`config.mk`:
```
export PLATFORM = sky130hd
export DESIGN_NAME = irq_timer
export DESIGN_NICKNAME = d
export VERILOG_FILES = /design/src/rtl/irq_timer_pkg.sv /design/src/rtl/irq_timer.sv
export SDC_FILE = /design/constraint.sdc
export NUM_CORES = 1
export LEC_CHECK = 0
export CORE_ASPECT_RATIO = 0.75
export CORE_MARGIN = 2
export CORE_UTILIZATION = 58
export DETAILED_ROUTE_END_ITERATION = 16
export GPL_TIMING_DRIVEN = 0
export PLACE_DENSITY = 0.86
export SYNTH_ARGS = -nofsm -noshare
export SYNTH_HDL_FRONTEND = slang
export SYNTH_SLANG_ARGS = --single-unit
```
`constraint.sdc`:
```
create_clock -name clk -period 3.9 [get_ports clk]
set_input_delay 0.78 -clock clk [delete_from_list [all_inputs] [get_ports clk]]
set_output_delay 0.78 -clock clk [all_outputs]
set_load 0.02 [all_outputs]
```
`src/rtl/irq_timer_pkg.sv`:
```
// Register map, CTRL field layout, MODE codes and FSM state encodings for irq_timer.
package irq_timer_pkg;

   localparam logic [1:0] AddrCtrl   = 2'd0;
   localparam logic [1:0] AddrPreset = 2'd1;
   localparam logic [1:0] AddrCount  = 2'd2;
   localparam logic [1:0] AddrRsvd   = 2'd3;

   localparam int unsigned CtrlEnBit   = 0;
   localparam int unsigned CtrlModeLsb = 1;
   localparam int unsigned CtrlImBit   = 3;
   localparam int unsigned CtrlWidth   = 4;

   localparam logic [1:0] ModeOneShot  = 2'd0;
   localparam logic [1:0] ModePeriodic = 2'd1;

   localparam logic [1:0] StIdle = 2'd0;
   localparam logic [1:0] StLoad = 2'd1;
   localparam logic [1:0] StCnt  = 2'd2;
   localparam logic [1:0] StInt  = 2'd3;

   // Packed MSB-first, so this matches CTRL[3:0] bit for bit.
   typedef struct packed {
      logic       im;
      logic [1:0] mode;
      logic       en;
   } ctrl_t;

endpackage

```
`src/rtl/irq_timer.sv`:
```
// Memory-mapped programmable down-counter raising a masked, registered interrupt on expiry.
// One-shot and periodic modes; bus writes override FSM updates to the same register.
module irq_timer
   import irq_timer_pkg::*;
#(
   parameter int unsigned WIDTH = 32
) (
   input  logic        clk,
   input  logic        rst,
   input  logic [1:0]  addr,
   input  logic        we,
   input  logic [31:0] wdata,
   output logic [31:0] rdata,
   output logic        irq
);

   ctrl_t            ctrl_q, ctrl_d;
   logic [WIDTH-1:0] preset_q, preset_d;
   logic [WIDTH-1:0] count_q, count_d;
   logic [1:0]       state_q, state_d;
   logic             flag_q, flag_d;
   logic             wr_ctrl, wr_preset;

   assign wr_ctrl   = we && (addr == AddrCtrl);
   assign wr_preset = we && (addr == AddrPreset);

   always_comb begin
      ctrl_d   = ctrl_q;
      preset_d = preset_q;
      count_d  = count_q;
      state_d  = state_q;
      flag_d   = flag_q;

      if (wr_ctrl || wr_preset) begin
         flag_d = 1'b0;
      end

      // FSM set of the flag is applied after the bus clear so it wins.
      case (state_q)
         StIdle: begin
            if (ctrl_q.en) state_d = StLoad;
         end
         StLoad: begin
            count_d = preset_q;
            state_d = StCnt;
         end
         StCnt: begin
            if (!ctrl_q.en) begin
               state_d = StIdle;
            end else if (count_q <= WIDTH'(1)) begin
               count_d = '0;
               flag_d  = 1'b1;
               state_d = StInt;
            end else begin
               count_d = count_q - WIDTH'(1);
            end
         end
         StInt: begin
            if (ctrl_q.mode == ModePeriodic) begin
               flag_d  = 1'b0;
               state_d = StLoad;
            end else begin
               ctrl_d.en = 1'b0;
               state_d   = StIdle;
            end
         end
         default: state_d = StIdle;
      endcase

      if (wr_ctrl) begin
         ctrl_d = ctrl_t'(wdata[CtrlWidth-1:0]);
      end
      if (wr_preset) begin
         preset_d = wdata[WIDTH-1:0];
      end
   end

   always_ff @(posedge clk) begin
      if (!rst) begin
         ctrl_q   <= '0;
         preset_q <= '0;
         count_q  <= '0;
         state_q  <= StIdle;
         flag_q   <= 1'b0;
      end else begin
         ctrl_q   <= ctrl_d;
         preset_q <= preset_d;
         count_q  <= count_d;
         state_q  <= state_d;
         flag_q   <= flag_d;
      end
   end

   always_comb begin
      rdata = '0;
      case (addr)
         AddrCtrl:   rdata = {{(32 - CtrlWidth){1'b0}}, ctrl_q};
         AddrPreset: rdata = 32'(preset_q);
         AddrCount:  rdata = 32'(count_q);
         default:    rdata = '0;
      endcase
   end

   assign irq = flag_q & ctrl_q.im;

endmodule
```
* After elaboration in Yosys (flattened, before gate mapping)
Index checks and enable logic that the tools add are counted.
Storage, ports and cells: bits in registers 71, input bits 37, output and inout port bits 33
Cells by class: add/subtract/negate cells 1, order comparisons 1, eq/ne operators 10, multiplexer cells 17, bitwise logic cells 1, reduce and logical (&&, ||, !) cells 10
Operator list (count):
- case mux 32 bit (3 select lines) | 1
- two-way mux 32 bit | 2
- case mux 32 bit (2 select lines) | 1
- <= comparator 32 x 1 -> 1 bit (second input constant) | 1
- subtractor 32 x 1 -> 32 bit (second input constant) | 1
- two-way mux 1 bit | 8
- case mux 2 bit (4 select lines) | 1
- == test 2 x 1 -> 1 bit (second input constant) | 3
- == test 2 bit (second input constant) | 3
- two-way mux 2 bit | 3
- != test 2 bit (second input constant) | 3
- AND reduction 2 bit | 3
- zero test 2 bit | 2
- nonzero test 2 bit | 2
- != test 3 bit (second input constant) | 1
- logical AND 1 bit | 2
- case mux 1 bit (2 select lines) | 1
- AND 1 bit | 1
- logical OR 1 bit | 1

* Longest topological paths before layout
Gate-level depths: netlist of the first run.
word-level depth 7, gate-level depth with buffers 9, depth with buffers taken out 7

* Least setup slack after synthesis of the first run
No wires, ideal clock.
path kind input to output, start point input addr[0], end point output rdata[10], arrival 2.118 ns, required time 3.120 ns, setup slack 1.002 ns, cell stages on the path 5, path through clkbuf_1 nor2b_1 clkbuf_1 buf_1 a22o_1
On the way: cells in the longest elaborated chain, start to end 2, elaborated cells between the ends (all ways) 4
Ends and longest elaborated chain:
- start: declaration | line irq_timer.sv:10 | input logic [1:0] addr,
- == test 2 bit (tied with other cells) | line irq_timer.sv:96 | case (addr)
- case mux 32 bit (3 select lines) (*) | line irq_timer.sv:96
- end: declaration | line irq_timer.sv:13 | output logic [31:0] rdata,
Every way passes the cells marked *; elsewhere a longest branch is shown, timed or not.

* Worst setup path after layout of the first run
start point input addr[1], end point output rdata[29]
Same word-level chain as after synthesis.

==> impl_metrics.env, run 1 <==
export IMPL_worstPathCellList="clkdlybuf4s50_1 -> nor2b_1 -> clkbuf_2 -> buf_2 -> a22o_1 -> clkdlybuf4s50_1"
export IMPL_final_nets=668
export IMPL_slowest_delay_ns=0.60
export IMPL_p_leak_nw=1.84
export IMPL_cts_root_buf="clkbuf_8"
export IMPL_postLayoutCellArea_um2=5060
export IMPL_placement_rows=26
export IMPL_max_freq_mhz=260
export IMPL_worst_r2r_cell_count=7
export IMPL_grt_ovfl_total=0
export IMPL_reg2reg_slack_ns=1.34
export IMPL_setup_violations_final=0
export IMPL_cpMostUsedCell="clkdlybuf4s50_1"
export IMPL_min_period_over_period_pct=98.5
export IMPL_drive_above_1_share_pct=6.49
export IMPL_initial_core_util_pct=60.2
export IMPL_h_tree_depth=3
export IMPL_cts_tree="done"
export IMPL_area_delta_synth_final_pct=23.0
export IMPL_yosys_area_top_type_share_pct=34.5
export IMPL_critPathSlowestCell="clkdlybuf4s50_1"
export IMPL_hold_buffers=0
export IMPL_drv_cap=0
export IMPL_worst_setup_path_end_kind="primary output"
export IMPL_ys_top_cells_by_area="dfxtp_1 (35%), nand2_1 (8.9%), a21oi_1 (7.8%)"
export IMPL_worstPathArrival_ns=3.06
export IMPL_wl_per_cell_um=21.6
export IMPL_hpwlAfterDp_um=10800
export IMPL_rsz0062_at_grt="false"
export IMPL_synth_commonest_cells="nand2_1 (98), dfxtp_1 (71), a21oi_1 (64), o21ai_0 (37), clkbuf_1 (36)"
export IMPL_maxSlewViolCount=0
export IMPL_worst_slew_margin_rel_pct=47.7
export IMPL_first_pass_iters=5
export IMPL_synthFlopType="dfxtp_1"
export IMPL_ant_nets=0
export IMPL_n_antenna_cell=0
export IMPL_grtUsageTotal_pct=40.3
export IMPL_hold_class="flip-flop to flip-flop"
export IMPL_fin_cells=716
export IMPL_critPathLaunchType="primary input"
export IMPL_antenna_found_initial=0
export IMPL_clk_pin_slew_ns=0.08
export IMPL_grt_pass1_vias=4550
export IMPL_vias=4868
export IMPL_holdPathEnd="preset_q[6]"
export IMPL_skew_ns=0.0117
export IMPL_via_per_inst=6.80
export IMPL_nFillCells=558
export IMPL_core_area_um2=6830
export IMPL_die_area_um2=7790
export IMPL_synth_async_reset_ratio_pct=0
export IMPL_wirelength_um=15500
export IMPL_synthMostInstantiatedCell="nand2_1"
export IMPL_place_area_um2=4900
export IMPL_timing_hold_ws_ns=0.479
export IMPL_drc=0
export IMPL_routabilityCongestion=1.01
export IMPL_port_buffers=68
export IMPL_numCtsBuffers=9
export IMPL_hold_path_depth=2
export IMPL_clkSinkCount=71
export IMPL_syn_nets=589
export IMPL_yosys_register_bits=71
export IMPL_min_from="preset_q[6]"
export IMPL_grt_max_degree=12
export IMPL_worst_ep_required_time_ns=3.12
export IMPL_synth_cell_area_um2=4110
export IMPL_drt_iter0_drc=596
export IMPL_worstSetupPathType="primary input to primary output"
export IMPL_dp_slack_ns=-0.412
export IMPL_pin_count=70
export IMPL_clkLatencyLatePin_ns=0.36
export IMPL_syn_inst=550
export IMPL_status="completed"
export IMPL_cts_repair_resized=6
export IMPL_synth_cell_type_count=54
export IMPL_worst_pin_slew_ns=0.785
export IMPL_yosysTopAreaCell="dfxtp_1"
export IMPL_dp_cells=702
export IMPL_die_h_um=76.9
export IMPL_die_w_um=101
export IMPL_ir_worst_vdd_mv=0.227
export IMPL_critPathMaxFanout=10
export IMPL_post_route_min_period_ns=3.84
export IMPL_setup_ws_ns=0.0602
export IMPL_clockBufferDepth=2
export IMPL_avgSynthCellArea_um2=7.48
export IMPL_grt_pass1_wl_um=24000
export IMPL_power_density_nw_per_um2=321
export IMPL_seq_area_frac_synth_pct=34.5
export IMPL_rr_endpoint="count_q[28]"
export IMPL_ys_warnings_count=0
export IMPL_hold_viol_final=0
export IMPL_cts_setup_buffers=0
export IMPL_worstReg2RegStart="count_q[14]"
export IMPL_synth_edf_count=0
cell families (layout without fill, tap and decap cells):
logic type / Yosys count / in the layout / synth area share [%]
buf+inv: 58 / 140 / 5.75
compound gates: 183 / 183 / 28.3
xor+xnor: 4 / 4 / 0.851
simple gates: 224 / 224 / 28.0
fa+ha+maj: 2 / 2 / 0.608
flops: 71 / 71 / 34.5
mux: 8 / 8 / 1.98
final cells by class:
type / instances / area, um2 / share of cell area (%)
plain buffers: 48 / 206 / 4.08
clock buffers: 9 / 124 / 2.45
clock inverters: 5 / 27.5 / 0.544
inverters: 10 / 37.5 / 0.742
multi-input cells: 421 / 2460 / 48.6
flip-flops and latches: 71 / 1420 / 28.1
well taps: 84 / 105 / 2.08
repair buffers: 68 / 681 / 13.5
through the flow:
| step | utilization [%] | TNS, ns | power (mW) |
|---|---|---|---|
| final | 74.0 | 0 | 1.62 |
| after global routing | 74.0 | 0 | 1.67 |
| after CTS | 74.0 | 0 | 1.60 |
| after detailed placement | 71.7 | -7.95 | 1.11 |
| after global placement | 71.7 | -6.65 | 1.10 |
| after floorplan | - | 0 | 0.971 |
how the worst max path moves through the flow:
| stage | start | cells after the start | end |
|---|---|---|---|
| after global routing | addr[1] | 7 | rdata[2] |
| after global placement | addr[1] | 6 | rdata[8] |
| after CTS | addr[1] | 6 | rdata[29] |
| after floorplan | addr[0] | 5 | rdata[10] |
| final | addr[1] | 6 | rdata[29] |
| after detailed placement | addr[1] | 6 | rdata[28] |
state kept, by name, indices dropped and copies added, names as in the netlist:
name,flops
preset_q,32
state_q,2
ctrl_q,4
count_q,32
flag_q,1
power breakdown:
| group | switching [mW] | internal [mW] |
|---|---|---|
| sequential | 0.0220 | 0.742 |
| combinational | 0.225 | 0.123 |
| clock | 0.292 | 0.219 |
| total | 0.539 | 1.09 |
placed cells by master (no fill, tap or decap), types with 10 or more instances in the layout:
cell type,count
nand3_1,27
nor2_1,25
nor3_1,12
clkbuf_1,32
o211ai_1,11
inv_1,10
dfxtp_1,71
a22o_1,28
o21ai_0,37
a21oi_1,64
clkdlybuf4s50_1,68
nand2_1,98
a31oi_1,13
routing by layer:
metal | up-vias | GRT usage [%] | part of all wire [%]
li1 | 2173 | - | -
met1 | 2271 | 56.7 | 41
met2 | 376 | 58.7 | 43
met3 | 48 | 10.2 | 13
met4 | 0 | 16.1 | 3.0
met5 | - | 0 | 0
worst max-delay path, delay by kind of cell:
kind / cells / cell delay, ns
AOI/OAI and AO/OA: 1 / 0.21
and+or+nand+nor: 1 / 0.23
buffers and inverters: 4 / 1.84
No activity file was read; power rests on OpenSTA's default activity.
==> inputs of run 2 (changes only) <==
Settings changed: CORE_MARGIN 2 to 4.
==> impl_metrics.env, run 2 (same netlist as run 1, synthesis figures left out) <==
export IMPL_status="completed"
export IMPL_grt_ovfl_total=0
export IMPL_drt_iter0_drc=498
export IMPL_multi_input_area_um2=2460
export IMPL_clockBufferDepth=2
export IMPL_first_pass_iters=6
export IMPL_vias=4861
export IMPL_wirelength_um=15400
export IMPL_worstSetupPathType="primary input to primary output"
export IMPL_hold_class="flip-flop to flip-flop"
export IMPL_nFillCells=541
export IMPL_clk_pin_slew_ns=0.08
export IMPL_min_period_over_period_pct=97.3
export IMPL_worst_slew_margin_rel_pct=52.4
export IMPL_power_mw=1.79
export IMPL_h_tree_depth=3
export IMPL_rsz0062_at_grt="false"
export IMPL_post_route_min_period_ns=3.80
export IMPL_timing_hold_ws_ns=0.478
export IMPL_final_nets=668
export IMPL_numCtsBuffers=9
export IMPL_reg_top3="count_q (32), preset_q (32), ctrl_q (4)"
export IMPL_cts_root_buf="clkbuf_8"
export IMPL_register_area_um2=1420
export IMPL_critPathLaunchType="primary input"
export IMPL_worst_pin_slew_ns=0.715
export IMPL_via_per_inst=6.64
export IMPL_postLayoutCellArea_um2=5160
export IMPL_grt_pass1_vias=4590
export IMPL_wl_per_cell_um=21.1
export IMPL_critPathMaxFanout=10
export IMPL_postLayoutCoreUtil_pct=75.1
export IMPL_max_freq_mhz=263
export IMPL_place_area_um2=4920
export IMPL_worst_ep_required_time_ns=3.12
export IMPL_final_common_cell="nand2_1"
export IMPL_dp_slack_ns=-0.480
export IMPL_skew_ns=0.0123
export IMPL_hold_viol_final=0
export IMPL_maxSlewViolCount=0
export IMPL_drc=0
export IMPL_cts_tree="done"
export IMPL_hold_buffers=0
export IMPL_setup_violations_final=0
export IMPL_drive_above_1_share_pct=6.78
export IMPL_worst_setup_path_end_kind="primary output"
export IMPL_pin_count=70
export IMPL_clkLatencyLatePin_ns=0.36
export IMPL_p_leak_nw=1.87
export IMPL_die_h_um=80.9
export IMPL_core_area_um2=6860
export IMPL_antenna_found_initial=0
export IMPL_routabilityCongestion=1.04
export IMPL_n_antenna_cell=0
export IMPL_area_delta_synth_final_pct=25.3
export IMPL_initial_core_util_pct=59.9
export IMPL_grt_max_degree=13
export IMPL_mostFrequentLayoutCells="nand2_1 (98), dfxtp_1 (71), clkdlybuf4s50_1 (68)"
export IMPL_die_w_um=105
export IMPL_die_area_um2=8520
export IMPL_setup_ws_ns=0.104
export IMPL_placement_rows=26
export IMPL_grt_pass1_wl_um=24000
export IMPL_power_density_nw_per_um2=347
export IMPL_grtUsageTotal_pct=36.4
export IMPL_hpwlAfterDp_um=10900
export IMPL_ant_nets=0
export IMPL_drv_cap=0
export IMPL_port_buffers=68
export IMPL_ir_worst_vdd_mv=0.232
export IMPL_cts_setup_buffers=0
export IMPL_worstPathArrival_ns=3.02
export IMPL_clkSinkCount=71
==> run 2: changes by cell type in the layout (fill, tap and decap cells not counted), sizes merged <==
cell	delta
clkbuf	+3
bufinv	+2
clkinv	-2
buf	-1
==> run 2: final timing paths <==
kind | slack, ns | start | cells after the start | end
max | 0.10 | addr[1] | 6 | rdata[4]
max reg2reg | 1.34 | state_q[1] | 6 | count_q[22]
min reg2reg | 0.48 | preset_q[11] | 2 | preset_q[11]
min | 0.48 | preset_q[11] | 2 | preset_q[11]
==> run 2: through the flow <==
| stage | setup TNS, ns | cells |
|---|---|---|
| finish | 0 | 732 |
| detailed placement | -10.08 | 716 |
| CTS | 0 | 732 |
| floorplan | 0 | 550 |
| global placement | -6.35 | 716 |
| global route | 0 | 732 |
==> run 2: report_power, final <==
group,switching [mW],internal (mW),total (mW)
clock,0.297,0.378,0.675
combinational,0.224,0.124,0.349
sequential,0.0215,0.742,0.764
==> run 2: worst max-delay path, stage by stage <==
cell	delay (ns)
clkdlybuf4s50_1	0.52
nor2b_1	0.25
clkbuf_4	0.31
buf_2	0.33
a22o_1	0.21
clkdlybuf4s50_1	0.61
==> run 2: final cells by class <==
class                      count  area share, %
buffer                        48           4.17
clock buffer                  11           2.74
clock inverter                 5           1.58
inverter                      10          0.728
multi-input combinational    421           47.6
sequential                    71           27.6
tap                           98           2.38
timing repair buffer          68           13.2
==> run 2: what timing repair did <==
action | CTS | global route
endpoints found under the hold margin | 0 | 0
gates cloned | 0 | 0
resized for setup | 6 | 7
setup endpoints to repair | 30 | 23
==> run 2: routing by layer <==
metal	share of wire, %	track usage [%]
met1	41	47.9
met5	0	0
met3	13	11.8
met2	42	54.5
met4	3.2	16.6
==> inputs of run 3 (changes only) <==
--- a/config.mk
+++ b/config.mk
@@ -6,4 +6,5 @@
 export NUM_CORES = 1
 export LEC_CHECK = 0
+export CAP_MARGIN = 20
 export CORE_ASPECT_RATIO = 0.75
 export CORE_MARGIN = 4
==> constraint.sdc (replaced) <==
create_clock -name clk -period 3.9 [get_ports clk]
set_input_delay 0.39 -clock clk [delete_from_list [all_inputs] [get_ports clk]]
set_output_delay 0.39 -clock clk [all_outputs]
set_load 0.02 [all_outputs]
==> impl_metrics.env, run 3 (same netlist as run 1, synthesis figures left out) <==
export IMPL_status="completed"
export IMPL_wirelength_um=15400
export IMPL_drt_iter0_drc=511
export IMPL_n_antenna_cell=0
export IMPL_grt_pass1_wl_um=24000
export IMPL_clkLatencyLatePin_ns=0.36
export IMPL_grt_ovfl_total=0
export IMPL_min_period_over_period_pct=96.0
export IMPL_maxSlewViolCount=0
export IMPL_initial_core_util_pct=59.9
export IMPL_ir_worst_vdd_mv=0.235
export IMPL_critPathLaunchType="primary input"
export IMPL_port_buffers=68
export IMPL_grt_pass1_vias=4590
export IMPL_ant_nets=0
export IMPL_drv_cap=0
export IMPL_max_freq_mhz=267
export IMPL_power_density_nw_per_um2=349
export IMPL_critPathMaxFanout=10
export IMPL_mostFrequentLayoutCells="nand2_1 (98), dfxtp_1 (71), clkdlybuf4s50_1 (68)"
export IMPL_drc=0
export IMPL_worstPathArrival_ns=3.35
export IMPL_grt_max_degree=13
export IMPL_die_area_um2=8520
export IMPL_cts_setup_buffers=0
export IMPL_hold_viol_final=0
export IMPL_die_h_um=80.9
export IMPL_antenna_found_initial=0
export IMPL_setup_violations_final=0
export IMPL_post_route_min_period_ns=3.74
export IMPL_skew_ns=0.0104
export IMPL_clockBufferDepth=2
export IMPL_worst_ep_required_time_ns=3.51
export IMPL_hold_class="flip-flop to flip-flop"
export IMPL_placement_rows=26
export IMPL_worst_slew_margin_rel_pct=43.5
export IMPL_power_mw=1.79
export IMPL_cts_root_buf="clkbuf_8"
export IMPL_cts_repair_resized=0
export IMPL_pin_count=70
export IMPL_hold_buffers=0
export IMPL_worst_setup_path_end_kind="primary output"
export IMPL_worst_pin_slew_ns=0.847
export IMPL_area_delta_synth_final_pct=24.9
export IMPL_routabilityCongestion=1.04
export IMPL_final_common_cell="nand2_1"
export IMPL_reg_top3="count_q (32), preset_q (32), ctrl_q (4)"
export IMPL_grtUsageTotal_pct=36.4
export IMPL_h_tree_depth=3
export IMPL_hpwlAfterDp_um=10900
export IMPL_clkSinkCount=71
export IMPL_postLayoutCoreUtil_pct=74.9
export IMPL_first_pass_iters=5
export IMPL_via_per_inst=6.56
export IMPL_core_area_um2=6860
export IMPL_cts_tree="done"
export IMPL_drive_above_1_share_pct=5.68
export IMPL_vias=4799
export IMPL_rsz0062_at_grt="false"
export IMPL_p_leak_nw=1.84
export IMPL_worstSetupPathType="primary input to primary output"
export IMPL_die_w_um=105
export IMPL_clk_pin_slew_ns=0.07
export IMPL_numCtsBuffers=9
export IMPL_final_nets=668
export IMPL_tns_ns=0
export IMPL_wl_per_cell_um=21.1
==> run 3: worst paths after layout <==
path	startpoint	endpoint	slack, ns	depth (start not counted)
worst max-delay path	addr[1]	rdata[8]	0.16	6
worst min register to register	preset_q[21]	preset_q[21]	0.48	2
worst max register to register	count_q[1]	count_q[30]	1.36	8
worst min-delay path	preset_q[21]	preset_q[21]	0.48	2
==> run 3: layout make-up <==
| cell class | count | area (um2) |
|---|---|---|
| clock inverters | 5 | 81.3 |
| inverters | 10 | 37.5 |
| plain buffers | 48 | 199 |
| repair buffers | 68 | 681 |
| fillers | 546 | 1720 |
| multi-input cells | 421 | 2460 |
| clock buffers | 11 | 141 |
| flip-flops and latches | 71 | 1420 |
| well taps | 98 | 123 |
==> run 3: worst max-delay path, cell delays in order <==
cell and delay, ns:
clkdlybuf4s50_1 0.51, nor2b_1 0.25, clkbuf_1 0.67, buf_1 0.65, a22o_1 0.24, clkdlybuf4s50_1 0.64
==> run 3: per-stage QoR <==
stage	instance area [um2]	std cells	worst slack, ns	hold slack, ns
after floorplan	4110	550	1.70	0.444
after global placement	4920	716	0.440	0.457
after detailed placement	4920	716	0.300	0.465
after CTS	5140	732	0.292	0.476
after global routing	5140	732	0.154	0.495
final	5140	732	0.157	0.476
==> run 3: routing by layer <==
metal / routed length, um / up-vias / GRT usage (%)
met5: 0 / - / 0
met1: 6400 / 2239 / 47.9
met4: 524 / 0 / 16.6
met2: 6530 / 332 / 54.5
met3: 1960 / 67 / 11.8
li1: - / 2161 / -
==> run 3: power breakdown <==
| group | leakage, nW | internal, mW | switching, mW |
|---|---|---|---|
| Clock | 0.110 | 0.378 | 0.303 |
| Combinational | 1.16 | 0.123 | 0.224 |
| Sequential | 0.575 | 0.742 | 0.0216 |
